`src/rtl/tick_sequencer.sv`:
```
// Programmable-rate tick generator: emits one-cycle enable pulses at one of four
// divisor rates, either continuously until stopped or as a counted burst ending in done.
module tick_sequencer #(
    parameter int          CNT_W   = 28,
    parameter int unsigned RATE_0  = 1_999_999,
    parameter int unsigned RATE_1  = 299_999,
    parameter int unsigned RATE_2  = 99_999_999,
    parameter int unsigned RATE_3  = 199_999_999,
    parameter int          BURST_W = 4
) (
    input  logic               clock,
    input  logic               Clear_b,
    input  logic               start,
    input  logic               stop,
    input  logic               mode,
    input  logic [1:0]         rate_sel,
    input  logic [BURST_W-1:0] burst_len,
    output logic               tick,
    output logic               busy,
    output logic               done,
    output logic [BURST_W-1:0] tick_count
);

    typedef enum logic [1:0] {
        IDLE = 2'd0,
        RUN  = 2'd1,
        DONE = 2'd2
    } state_t;

    state_t             state, state_next;
    logic [CNT_W-1:0]   q, q_next;
    logic [BURST_W-1:0] count_next;
    logic               mode_lat, mode_next;
    logic [BURST_W-1:0] len_lat, len_next;
    logic [CNT_W-1:0]   rate_val;
    logic               zero_burst;

    always_comb begin
        rate_val = CNT_W'(RATE_0);
        case (rate_sel)
            2'd0:    rate_val = CNT_W'(RATE_0);
            2'd1:    rate_val = CNT_W'(RATE_1);
            2'd2:    rate_val = CNT_W'(RATE_2);
            default: rate_val = CNT_W'(RATE_3);
        endcase
    end

    // A zero-length burst terminates immediately and must never produce a tick,
    // even when the selected divisor is zero.
    assign zero_burst = mode_lat && (len_lat == '0);

    always_ff @(posedge clock or negedge Clear_b) begin
        if (!Clear_b) begin
            state      <= IDLE;
            q          <= '0;
            tick_count <= '0;
            mode_lat   <= 1'b0;
            len_lat    <= '0;
        end else begin
            state      <= state_next;
            q          <= q_next;
            tick_count <= count_next;
            mode_lat   <= mode_next;
            len_lat    <= len_next;
        end
    end

    always_comb begin
        state_next = state;
        q_next     = q;
        count_next = tick_count;
        mode_next  = mode_lat;
        len_next   = len_lat;
        case (state)
            IDLE: begin
                if (start && !stop) begin
                    state_next = RUN;
                    q_next     = rate_val;
                    mode_next  = mode;
                    len_next   = burst_len;
                    count_next = '0;
                end
            end
            RUN: begin
                if (stop) begin
                    state_next = IDLE;
                end else if (zero_burst) begin
                    state_next = DONE;
                end else if (q != '0) begin
                    q_next = q - CNT_W'(1);
                end else begin
                    // Reloading from the live rate_sel means a rate change lands on a period boundary.
                    count_next = tick_count + BURST_W'(1);
                    q_next     = rate_val;
                    if (mode_lat && (count_next == len_lat)) begin
                        state_next = DONE;
                    end
                end
            end
            DONE: begin
                state_next = IDLE;
            end
            default: begin
                state_next = IDLE;
            end
        endcase
    end

    assign tick = (state == RUN) && (q == '0) && !stop && !zero_burst;
    assign busy = (state == RUN) || (state == DONE);
    assign done = (state == DONE);

endmodule

```
`config.mk`:
```
export PLATFORM = sky130hd
export DESIGN_NAME = tick_sequencer
export DESIGN_NICKNAME = d
export VERILOG_FILES = /design/src/rtl/tick_sequencer.sv
export SDC_FILE = /design/constraint.sdc
export NUM_CORES = 1
export LEC_CHECK = 0
export CORE_MARGIN = 3
export CORE_UTILIZATION = 64
export CTS_CLUSTER_DIAMETER = 200
export DETAILED_ROUTE_END_ITERATION = 6
export GPL_TIMING_DRIVEN = 0
export PLACE_DENSITY = 0.95
export SLEW_MARGIN = 10
export SYNTH_ARGS = -nofsm -noshare
export SYNTH_HDL_FRONTEND = slang
export SYNTH_SLANG_ARGS = --single-unit
export TNS_END_PERCENT = 10
```
`constraint.sdc`:
```
create_clock -name clock -period 6.1 [get_ports clock]
set_input_delay 1.525 -clock clock [delete_from_list [all_inputs] [get_ports clock]]
set_output_delay 1.525 -clock clock [all_outputs]
set_load 0.02 [all_outputs]
```
==> run metrics <==
residual overflow from global routing 0; Post-Layout Inst Area 2960 µm²; Root Driver sky130_fd_sc_hd__clkbuf_8; post-synthesis instance area 2620 µm²; area of the placeable core 3800 µm²; site row count 22; final max-slew violation count 0; CP peak stage delay 620 ps; final worst path period need 4620 ps; Total Neg Setup Slack 0 ps; vias in the first global route 2474; CTS Sinks 39; startpoint kind of the worst setup timing path input pin; die extent in x 70.0 µm; initial antenna violation count 0; Hold Path Cell Cnt 1; Area growth, synth to finish 12.9%; count of flip-flops with a built-in enable after synthesis 0; height of the chip 70.0 µm; leading cell types by total area after synthesis sky130_fd_sc_hd__dfrtp_1 (37%), sky130_fd_sc_hd__ha_1 (6.2%), sky130_fd_sc_hd__nand2_1 (4.3%); Async SR Flop Fraction 100%; HPWL after DPL 5180 µm; number of buffers on the longest clock path 2; Worst Path Arrival 3090 ps; worst hold path class reg -> reg; cell types with the highest counts after synthesis sky130_fd_sc_hd__dfrtp_1 (39), sky130_fd_sc_hd__nand2_1 (30), sky130_fd_sc_hd__nor2_1 (21); dominant cell by count in the synthesized netlist sky130_fd_sc_hd__dfrtp_1; most frequent CP cell sky130_fd_sc_hd__clkdlybuf4s50_1; count of hold-fix buffers inserted at cts 0; # IOs 18; maximum achievable frequency 217 MHz; H-tree levels 2; effective utilization at floorplan 69.1%; global-route wire length before repair 11900 µm; average cell area after synthesis 8.83 µm²; CP required 4580 ps; Setup crit end kind primary output; maximum capacitance violations 0; launch instance of the worst min-delay path q[5]$_DFFE_PN0P_; capture endpoint of the worst hold path q[5]$_DFFE_PN0P_; distinct cell type count of the synthesized netlist 58; Critical R2R Capture q[23]$_DFFE_PN0P_; Syn Nets 321; share of Yosys cell area claimed by the top area cell type 37.2%; via total after detailed routing 2611; Die Footprint 4900 µm²; initial detailed-routing violation count 351; post-cts gate resize count 0; failing checks design-rule violations; max_slew headroom 35.1%; crit-path max FO 3; clock tree from TritonCTS done; global-route total usage across every layer 30.3%; R2R Setup Slk 3210 ps; Final GP Congestion 0.968; fraction of final layout cells sized beyond drive strength 1 8.98%; IR Drop Worst-Case VDD 0.000296 V; overall routed net length 7230 µm; detailed-router iteration count before antenna repair 7; leakage component of the power 1.12 nW; cell count after synthesis 297; antenna cells 0; portion of the clock cycle consumed by the worst path in the final layout 75.7%; hold violation count in the final report 0; sequential share of the synthesized area 37.2%; status finished, violations left; slew at the pin closest to its max-slew limit 949 ps; power per standard cell area 417 nW/µm²; maximum number of pins on one net before global-route repair 24; insertion delay to the later sink of the worst-skew pair 300 ps; final design utilization 78.0%; number of vias per cell after detailed routing 7.04; number of flip-flops and latches in the synthesized netlist 39; clock skew 12.3 ps; R2R cell count 7; remaining number of nets flagged by the antenna check after routing 0; placed cell areas 2880 µm²; Yosys warnings 0; unrepaired setup endpoints after global routing false; post-synthesis cell type with the largest combined area sky130_fd_sc_hd__dfrtp_1; total of endpoints with negative setup slack in the final report 0; WS Path Type in -> out; cell chain of the critical path clkdlybuf4s50_1, nor2b_1, nand2_1, nor2_1, clkdlybuf4s50_1; final routed DRC violation total 6; launching point of the worst reg2reg path q[8]$_DFFE_PN0P_; library cell contributing the largest single delay on the critical path sky130_fd_sc_hd__clkdlybuf4s50_1; number of port buffers 17; CTS Buf Count 5; Wirelength per Cell 19.5 µm; net total in the final layout 346; most used flip-flop cell after synthesis sky130_fd_sc_hd__dfrtp_1; Reg clk slew, reported paths 70 ps; total setup buffers inserted after CTS 0
## how the worst max path moves through the flow
stage,slack [ps],end,start,cells after the start
finish,1480,tick,stop,5
detailed placement,1520,tick,stop,5
global route,1370,tick,stop,5
floorplan,2360,tick,q[22]$_DFFE_PN0P_,5
CTS,1520,tick,stop,5
global placement,1580,tick,stop,5
## cells in the final DEF, fill, tap and decap left out, types with 7 or more instances in the layout
cell and instances:
sky130_fd_sc_hd__inv_1 11, sky130_fd_sc_hd__nor4_1 7, sky130_fd_sc_hd__o21ai_0 11, sky130_fd_sc_hd__o211ai_1 9, sky130_fd_sc_hd__nand2_1 30, sky130_fd_sc_hd__ha_1 13
sky130_fd_sc_hd__clkdlybuf4s50_1 16, sky130_fd_sc_hd__nor3_1 14, sky130_fd_sc_hd__clkbuf_1 12, sky130_fd_sc_hd__nand4_1 15, sky130_fd_sc_hd__nor2_1 21, sky130_fd_sc_hd__or3_1 9
sky130_fd_sc_hd__nor2b_1 7, sky130_fd_sc_hd__dfrtp_1 39, sky130_fd_sc_hd__nand3_1 14
## cell type report
type	count	area, µm²
Buffer	16	75.1
Clock buffer	6	72.6
Clock inverter	2	12.5
Fill cell	268	837
Inverter	11	41.3
Multi-Input combinational cell	231	1530
Sequential cell	39	976
Tap cell	48	60.1
Timing Repair Buffer	18	193
## cells by family (layout without fill, tap and decap cells)
group	count (synthesis)	in the layout	share of synthesized area, %
AO/OA/AOI/OAI	65	65	18.8
XOR/XNOR	5	5	1.67
adder cells (fa/ha/maj)	13	13	6.20
buffers and inverters	27	53	4.43
flip-flops	39	39	37.2
multiplexers	6	6	2.53
AND/OR/NAND/NOR	142	142	29.1
## sequential cells by signal, indices dropped and copies added, names as in the netlist
name        cells
q              28
tick_count      4
mode_lat        1
len_lat         4
state           2
## critical path, delay by kind of cell
family / cells / cell delay [ps]
AND/OR/NAND/NOR: 3 / 500
buffers and inverters: 2 / 1070
## through the flow
stage / setup WS (ps) / std cells / hold slack [ps] / total power [mW]
after CTS: 1520 / 371 / 512 / 1.21
after global placement: 1580 / 362 / 494 / 1.01
after detailed placement: 1520 / 363 / 502 / 1.04
after floorplan: 2360 / 297 / 473 / 0.868
final: 1480 / 371 / 522 / 1.23
after global routing: 1370 / 371 / 518 / 1.31
## routing by layer
| layer | vias to the layer above | routed length (µm) | track usage, % |
|---|---|---|---|
| met5 | - | 0 | 0 |
| met4 | 0 | 172 | 13.2 |
| met3 | 25 | 813 | 7.48 |
| met2 | 181 | 3380 | 45.9 |
| met1 | 1225 | 2870 | 41.0 |
| li1 | 1180 | - | - |
## report_power, final
| part | switching, mW | total (mW) | internal [mW] |
|---|---|---|---|
| Sequential | 0.124 | 0.491 | 0.367 |
| Combinational | 0.339 | 0.570 | 0.231 |
| Clock | 0.0933 | 0.173 | 0.0799 |
| Total | 0.557 | 1.23 | 0.678 |
(Power assumes the default switching activity.)
